**config.mk**
```make
export PLATFORM = sky130hd
export DESIGN_NAME = ps2_host_tx
export DESIGN_NICKNAME = d
export VERILOG_FILES = /design/src/rtl/ps2_host_tx.sv
export SDC_FILE = /design/constraint.sdc
export NUM_CORES = 1
export LEC_CHECK = 0
export ABC_AREA = 1
export CAP_MARGIN = 20
export CELL_PAD_IN_SITES_DETAIL_PLACEMENT = 0
export CELL_PAD_IN_SITES_GLOBAL_PLACEMENT = 1
export CORE_ASPECT_RATIO = 2
export CORE_MARGIN = 10
export CORE_UTILIZATION = 44
export DETAILED_ROUTE_END_ITERATION = 10
export PLACE_DENSITY = 0.79
export SYNTH_ARGS = -nofsm -noshare
export SYNTH_HDL_FRONTEND = slang
export SYNTH_SLANG_ARGS = --single-unit
```
**constraint.sdc**
```tcl
create_clock -name clk -period 1.9 [get_ports clk]
set_input_delay 0.38 -clock clk [delete_from_list [all_inputs] [get_ports clk]]
set_output_delay 0.38 -clock clk [all_outputs]
set_load 0.005 [all_outputs]
```
**src/rtl/ps2_host_tx.sv**
```systemverilog
// PS/2 host-to-device transmitter: inhibits the bus, issues request-to-send, then
// shifts a command byte out on device clock falls and collects the device acknowledge.
module ps2_host_tx #(
    parameter int unsigned INHIBIT_CYCLES = 12000,
    parameter int unsigned TIMEOUT_CYCLES = 2000000
) (
    input  logic       clk,
    input  logic       rstn,
    input  logic [7:0] tx_data,
    input  logic       tx_valid,
    output logic       tx_ready,
    input  logic       ps2_c_in,
    input  logic       ps2_d_in,
    output logic       ps2_c_pull,
    output logic       ps2_d_pull,
    output logic       busy,
    output logic       tx_done,
    output logic       tx_err
);

    localparam int unsigned CNT_MAX = (INHIBIT_CYCLES > TIMEOUT_CYCLES) ? INHIBIT_CYCLES : TIMEOUT_CYCLES;
    localparam int unsigned CNT_W   = $clog2(CNT_MAX + 1);
    localparam logic [CNT_W-1:0] INH_LAST = CNT_W'(INHIBIT_CYCLES - 1);
    localparam logic [CNT_W-1:0] TO_LAST  = CNT_W'(TIMEOUT_CYCLES - 1);

    localparam logic [2:0] S_IDLE     = 3'd0;
    localparam logic [2:0] S_INHIBIT  = 3'd1;
    localparam logic [2:0] S_RTS      = 3'd2;
    localparam logic [2:0] S_SEND     = 3'd3;
    localparam logic [2:0] S_ACK      = 3'd4;
    localparam logic [2:0] S_WAIT_REL = 3'd5;

    logic [2:0]       state_q, state_d;
    logic [CNT_W-1:0] cnt_q, cnt_d;
    logic [9:0]       shift_q, shift_d;
    logic [3:0]       idx_q, idx_d;
    logic             nack_q, nack_d;
    logic             c_pull_q, c_pull_d;
    logic             d_pull_q, d_pull_d;
    logic             ready_q, ready_d;
    logic             busy_q, busy_d;
    logic             done_q, done_d;
    logic             err_q, err_d;
    logic [2:0]       c_sync_q;
    logic [1:0]       d_sync_q;

    logic c_cur, d_cur, fall, to_state;

    // Synchronizers reset to the idle-high bus level so reset never produces a fall
    always_ff @(posedge clk or negedge rstn) begin
        if (!rstn) begin
            c_sync_q <= 3'b111;
            d_sync_q <= 2'b11;
        end else begin
            c_sync_q <= {c_sync_q[1:0], ps2_c_in};
            d_sync_q <= {d_sync_q[0], ps2_d_in};
        end
    end

    assign c_cur    = c_sync_q[1];
    assign d_cur    = d_sync_q[1];
    assign fall     = c_sync_q[2] & ~c_sync_q[1];
    assign to_state = (state_q == S_SEND) || (state_q == S_ACK) || (state_q == S_WAIT_REL);

    always_ff @(posedge clk or negedge rstn) begin
        if (!rstn) begin
            state_q  <= S_IDLE;
            cnt_q    <= '0;
            shift_q  <= '0;
            idx_q    <= '0;
            nack_q   <= 1'b0;
            c_pull_q <= 1'b0;
            d_pull_q <= 1'b0;
            ready_q  <= 1'b1;
            busy_q   <= 1'b0;
            done_q   <= 1'b0;
            err_q    <= 1'b0;
        end else begin
            state_q  <= state_d;
            cnt_q    <= cnt_d;
            shift_q  <= shift_d;
            idx_q    <= idx_d;
            nack_q   <= nack_d;
            c_pull_q <= c_pull_d;
            d_pull_q <= d_pull_d;
            ready_q  <= ready_d;
            busy_q   <= busy_d;
            done_q   <= done_d;
            err_q    <= err_d;
        end
    end

    always_comb begin
        state_d  = state_q;
        cnt_d    = cnt_q;
        shift_d  = shift_q;
        idx_d    = idx_q;
        nack_d   = nack_q;
        c_pull_d = c_pull_q;
        d_pull_d = d_pull_q;
        ready_d  = ready_q;
        done_d   = 1'b0;
        err_d    = 1'b0;

        // Device-clock watchdog: restarts on every fall
        if (to_state) begin
            cnt_d = fall ? '0 : cnt_q + CNT_W'(1);
        end

        case (state_q)
            S_IDLE: begin
                ready_d = 1'b1;
                if (tx_valid && ready_q) begin
                    shift_d  = {1'b1, ~^tx_data, tx_data};
                    c_pull_d = 1'b1;
                    d_pull_d = 1'b0;
                    cnt_d    = '0;
                    idx_d    = '0;
                    nack_d   = 1'b0;
                    ready_d  = 1'b0;
                    state_d  = S_INHIBIT;
                end
            end
            S_INHIBIT: begin
                if (cnt_q == INH_LAST) begin
                    d_pull_d = 1'b1;
                    cnt_d    = '0;
                    state_d  = S_RTS;
                end else begin
                    cnt_d = cnt_q + CNT_W'(1);
                end
            end
            S_RTS: begin
                c_pull_d = 1'b0;
                idx_d    = '0;
                cnt_d    = '0;
                state_d  = S_SEND;
            end
            S_SEND: begin
                if (fall) begin
                    d_pull_d = ~shift_q[0];
                    shift_d  = {1'b0, shift_q[9:1]};
                    idx_d    = idx_q + 4'd1;
                    if (idx_q == 4'd9) begin
                        state_d = S_ACK;
                    end
                end
            end
            S_ACK: begin
                if (fall) begin
                    nack_d  = d_cur;
                    state_d = S_WAIT_REL;
                end
            end
            S_WAIT_REL: begin
                if (c_cur && d_cur) begin
                    done_d  = 1'b1;
                    err_d   = nack_q;
                    state_d = S_IDLE;
                end
            end
            default: begin
                c_pull_d = 1'b0;
                d_pull_d = 1'b0;
                state_d  = S_IDLE;
            end
        endcase

        // Abort wins over any same-cycle completion
        if (to_state && !fall && (cnt_q == TO_LAST)) begin
            c_pull_d = 1'b0;
            d_pull_d = 1'b0;
            done_d   = 1'b0;
            err_d    = 1'b1;
            state_d  = S_IDLE;
        end

        busy_d = (state_d != S_IDLE);
    end

    assign tx_ready   = ready_q;
    assign busy       = busy_q;
    assign ps2_c_pull = c_pull_q;
    assign ps2_d_pull = d_pull_q;
    assign tx_done    = done_q;
    assign tx_err     = err_q;

endmodule
```
-- Yosys cells after proc, flatten, opt, wreduce, memory -nomap -nowiden
Index checks and enable logic that the tools add are counted.
- output and inout bits: 6
- register bits: 50
- bits of input ports: 13
- logic and storage cells: 90
- bitwise gates (word level): 3
- reduce and logical (&&, ||, !) cells: 20
- eq/ne operators: 16
- multiplexer cells: 36
- add/sub/neg operators: 2
- operators by type and width (kind ; count):
    21-bit 2-to-1 mux ; 4
    21-bit one-hot mux with 3 select lines ; 1
    21-bit by 1-bit adder with 21-bit output (second input constant) ; 1
    21-bit by 14-bit == test with 1-bit output (second input constant) ; 1
    21-bit == test (second input constant) ; 1
    3-bit 2-to-1 mux ; 7
    10-bit 2-to-1 mux ; 2
    10-bit one-hot mux with 2 select lines ; 1
    3-bit one-hot mux with 6 select lines ; 1
    1-bit 2-to-1 mux ; 14
    4-bit one-hot mux with 3 select lines ; 1
    3-bit AND reduction ; 3
    4-bit 2-to-1 mux ; 2
    8-bit XNOR reduction ; 1
    3-bit by 2-bit == test with 1-bit output (second input constant) ; 2
    3-bit == test (second input constant) ; 2
    2-bit != test (second input constant) ; 3
    3-bit != test (second input constant) ; 2
    3-bit nonzero test ; 2
    4-bit by 1-bit adder with 4-bit output (second input constant) ; 1
    4-bit == test (second input constant) ; 1
    1-bit logical AND ; 4
    2-bit by 1-bit != test with 1-bit output (second input constant) ; 2
    1-bit one-hot mux with 2 select lines ; 2
    13 further kinds ; 16

-- Logic depth before layout (Yosys ltp)
- word-level depth: 7
- depth in mapped cells: 11
- gate-level depth less buffers: 10

-- Worst setup path after synthesis
No wires, ideal clock.
- path type: register -> register
- start: register cnt_q[0]
- end: register cnt_q[3]
- setup time: 0.125 ns
- path buffers: 1
- data arrival time: 1.435 ns
- data required time: 1.775 ns
- setup slack: 0.340 ns
- clock period less this slack: 1.560 ns
- stages on the path, launching flop included: 12
- path through: dfrtp_1 ha_1 nand2_2 nor2_4 nand2_2 nor2_2 nand3_2 nand2_4 nand2_4 buf_6 nand2_1 o21ai_1
- longest elaborated chain between the ends: 5
- elaborated cells on any way between the ends: 7
- those cells by class: 1 x add/sub; 1 x eq/ne; 5 x mux
- ends and longest elaborated chain (item ; line ; source):
    start: declaration ; 34 ; logic [CNT_W-1:0] cnt_q, cnt_d;
    start signal: assignment ; 80 ; cnt_q <= cnt_d;
    21-bit by 1-bit adder with 21-bit output ; 107, 130 ;
    21-bit 2-to-1 mux ; 107 ; cnt_d = fall ? '0 : cnt_q + CNT_W'(1);
    21-bit 2-to-1 mux ; 106 ; if (to_state) begin
    21-bit 2-to-1 mux ; 113 ; if (tx_valid && ready_q) begin
    21-bit one-hot mux with 3 select lines (*) ; 110 ; case (state_q)
    via cnt_d[3] ; 34 ;
Mark *: on every way through the listed nets, which the timed path passes. The rest lies on a longest branch.
A chain may end at the register's enable or synchronous reset.

-- Worst setup path in the final report
- start: register ready_q, in the netlist tx_ready
- end: output port tx_ready
- RTL lines (item ; line ; source):
    start: declaration ; 40 ; logic ready_q, ready_d;
    start signal: assignment ; 86 ; ready_q <= ready_d;
    end: declaration ; 11 ; output logic tx_ready,
No word-level cell between the ends.

==> impl_summary.txt <==
----------------------------------------------------
[Detailed routing]
  Average routed wire per standard cell ... 14.4 µm
  Count of unresolved DRC violations after routing ... 0
  Ratio of routed vias to standard cells ... 4.97
  Number of nets with antenna violations after routing ... 0
  Post-detailed-routing wire length ... 7240 µm
  Initial drt markers ... 169
  First-pass iteration count of the detailed router ... 4
  Vias ... 2,502

[Synthesis]
  Flip-flop and latch count after synthesis ... 50
  Cell taking the most area after synthesis ... sky130_fd_sc_hd__dfrtp_1
  Number of distinct library cells after synthesis ... 37
  Predominant post-synthesis flop cell ... sky130_fd_sc_hd__dfrtp_1
  Synth top area cells ... sky130_fd_sc_hd__dfrtp_1 (37%), sky130_fd_sc_hd__nand2_1 (14%), sky130_fd_sc_hd__dfstp_2 (5.3%)
  Top cell type's share of synthesized area ... 0.372
  Gate count of the mapped netlist ... 381
  Netlist Area Pre-Place ... 2960 µm²
  Cell with the most instances after synthesis ... sky130_fd_sc_hd__nand2_1
  Number of synthesized flops with an enable pin ... 0
  Syn nets ... 397
  Part of the Yosys area used for sequential elements ... 0.426
  Synth warn ... 0
  Most instantiated cells after synthesis ... sky130_fd_sc_hd__nand2_1 (113), sky130_fd_sc_hd__dfrtp_1 (44), sky130_fd_sc_hd__nor2_1 (40)
  Avg Cell Area, Syn ... 7.76 µm²
  Share of flip-flops with an asynchronous set or reset after synthesis ... 1.00

[Worst setup path]
  Required time of the critical path ... 1.52 ns
  Data arrival time of the critical path ... 1.35 ns
  Slowest cell on the critical path ... sky130_fd_sc_hd__dfstp_2
  Crit path launch ... tx_ready
  Highest net fanout along the worst path ... 3
  Kind of cell adding the most delay to the critical path ... flip-flops
  Critical register-to-register path startpoint ... cnt_q[16]
  Longest individual stage delay on the worst path ... 0.54 ns
  Chain of cells forming the critical path ... clkdlybuf4s50_1
  Worst path bufs/invs ... 1
  Crit path launch type ... register
  Worst reg-to-reg setup slack ... 0.20 ns
  Critical path start-end classification ... register to primary output
  Critical Path End Type ... primary output

[Power and ir drop]
  Internal power component ... 0.00253 W
  Part of the power in combinational logic ... 0.305
  Clk pwr share ... 0.259
  Power share of the sequential group ... 0.436
  Net switching power of the design ... 0.00147 W
  Static leakage power ... 1.59 nW
  Switching power as a share of total power ... 0.368
  Total power per unit cell area ... 1150 nW/µm²
  Worst ir drop on vdd ... 0.000644 V

[Floorplanning]
  Die width ... 78.0 µm
  Top-Level Pins ... 19
  Die footprint ... 10,600 µm²
  DIE HEIGHT ... 136 µm
  Number of core rows ... 42
  CORE AREA ... 6570 µm²
  Starting density of the core ... 0.450

[Clock network]
  Total CTS buffers ... 5
  Number of hold-repair buffers added at the cts stage ... 0
  CTS Root Cell ... sky130_fd_sc_hd__clkbuf_16
  Post-CTS Setup Bufs ... 0
  Clock latency on the worst-skew pair ... 0.30 ns
  Post-CTS clock slew at the launch and capture registers of the worst setup and hold paths ... 0.07 ns
  Number of clock sinks ... 50
  H-Tree Level Count ... 2
  Resized Gates After CTS ... 0
  Worst-case clock buffer depth ... 2
  Clock tree from TritonCTS ... yes

[Status]
  Outcome ... finished, final reports clean

[Timing]
  Number of max-slew violations in the final report ... 0
  Setup repair after global routing missed its margin ... false
  Min cycle time layout ... 1.73 ns
  Max Clock Skew ... 0.00420 ns
  Peak clock frequency supported by timing ... 0.579 GHz
  Worst setup slack after layout ... 0.172 ns
  Final-report setup violation count ... 0
  Hold Vio Cnt, Final ... 0
  Tightest slew margin relative to the limit ... 0.676
  Transition at the pin with the smallest max-transition slack ... 0.486 ns
  Final sum of negative setup slack ... 0 ns
  Final cycle utilization of the critical path ... 0.909

[Placed design]
  Half-perimeter wire length after detailed placement ... 5750 µm
  # port buffers ... 18
  Worst setup slack after placement ... 0.0661 ns
  Routability congestion estimate ... 0.962

[Global route]
  Wire length of the first global-routing pass ... 12,400 µm
  Pin count of the biggest net entering global routing ... 20
  Total congestion overflow after global routing ... 0
  Via count of the first global-routing pass ... 2,517
  Antenna violations before repair ... 0
  Total track usage ... 0.148

[Layout]
  Area added between synthesis and finish ... 17.5%
  Ant diodes ... 0
  Fraction of final layout cells with drive strength greater than 1 ... 0.152
  Number of nets in the layout ... 430

[Run]
  Maximum Capacitance Violations ... 0

[Min path]
  Min-delay worst type ... primary input to async pin

----------------------------------------------------
## worst paths after layout
path,endpoint,depth (start not counted)
worst min register to register,d_sync_q[1],0
worst max register to register,cnt_q[14],8
worst max-delay path,tx_ready,1
worst min-delay path,cnt_q[14],1
min in group clk,d_sync_q[1],0
max in group asynchronous,c_sync_q[2],2
## worst register-to-register path: stages (launching register included)
cell and delay, ns:
sky130_fd_sc_hd__dfrtp_1 0.44, sky130_fd_sc_hd__inv_1 0.14, sky130_fd_sc_hd__nand2_1 0.08, sky130_fd_sc_hd__nor3_1 0.30
sky130_fd_sc_hd__nand3_2 0.16, sky130_fd_sc_hd__nand2_4 0.13, sky130_fd_sc_hd__nand2_8 0.12, sky130_fd_sc_hd__o21ai_0 0.13
sky130_fd_sc_hd__o21ai_2 0.08
## cells by family (layout without fill, tap and decap cells)
kind of cell,Yosys count,in the layout,synth area share
XOR/XNOR,18,18,0.0533
buffers and inverters,48,82,0.0711
AND/OR/NAND/NOR,222,222,0.349
AO/OA/AOI/OAI,40,40,0.0888
adder cells (fa/ha/maj),3,3,0.0127
flip-flops,50,50,0.426
## cell type report
type                            instances  area (µm²)
Fill cell                             657        3090
Multi-Input combinational cell        283        1500
Sequential cell                        50        1260
Timing Repair Buffer                   31         273
Inverter                               43         169
Clock buffer                            6         129
Tap cell                               88         110
Clock inverter                          2        37.5
## power by group through the flow
stage / sequential [W] / combinational, W / clock (W)
after floorplan: 0.00165 / 0.000897 / 0
after global placement: 0.00175 / 0.00120 / 0
after detailed placement: 0.00175 / 0.00123 / 0
after CTS: 0.00174 / 0.00123 / 0.00106
after global routing: 0.00179 / 0.00141 / 0.00110
final: 0.00174 / 0.00122 / 0.00103
## layer usage
layer  vias up  global-route usage  part of all wire
met2        45               0.288              0.57
met4         0              0.0752             0.037
met5         -                   0                 0
met1      1146               0.142              0.36
met3        17              0.0245             0.029
li1       1294                   -                 -
## state kept, by name, indices dropped and copies added, names as in the netlist
name        count
d_sync_q        2
tx_ready        1
ps2_d_pull      1
nack_q          1
ps2_c_pull      1
tx_err          1
c_sync_q        3
tx_done         1
cnt_q          21
busy            1
idx_q           4
state_q         3
shift_q        10
## placed cells by master, fill, tap and decap left out, types with 3 or more instances in the layout
cell type / synthesis / layout
sky130_fd_sc_hd__nand2_2: 6 / 6
sky130_fd_sc_hd__clkbuf_16: 0 / 5
sky130_fd_sc_hd__nor2_1: 40 / 40
sky130_fd_sc_hd__nand2_1: 113 / 113
sky130_fd_sc_hd__nand3_2: 4 / 4
sky130_fd_sc_hd__nand3_1: 28 / 28
sky130_fd_sc_hd__clkdlybuf4s50_1: 0 / 17
sky130_fd_sc_hd__inv_1: 36 / 36
sky130_fd_sc_hd__a21oi_1: 5 / 5
sky130_fd_sc_hd__dfrtp_1: 44 / 44
sky130_fd_sc_hd__xnor2_1: 6 / 6
sky130_fd_sc_hd__nand4_1: 9 / 9
sky130_fd_sc_hd__xor2_1: 12 / 12
sky130_fd_sc_hd__buf_4: 0 / 13
sky130_fd_sc_hd__nor2_2: 3 / 3
sky130_fd_sc_hd__inv_2: 4 / 4
sky130_fd_sc_hd__a31oi_1: 9 / 9
sky130_fd_sc_hd__ha_1: 3 / 3
sky130_fd_sc_hd__nor3_1: 7 / 7
sky130_fd_sc_hd__dfstp_2: 6 / 6
sky130_fd_sc_hd__o21ai_2: 7 / 7
sky130_fd_sc_hd__o21ai_0: 11 / 11
## metrics by stage
step                      instance area [µm²]  power (W)  cells  hold slack (ns)  utilization
after global placement                   3300    0.00295    495            0.347        0.502
after floorplan                          2960    0.00255    381           0.0844            -
after global routing                     3470    0.00430    503           0.0612        0.529
after CTS                                3470    0.00403    503           0.0467        0.528
final                                    3470    0.00399    503           0.0333        0.529
after detailed placement                 3300    0.00298    495            0.349        0.502
(Power assumes the default switching activity.)
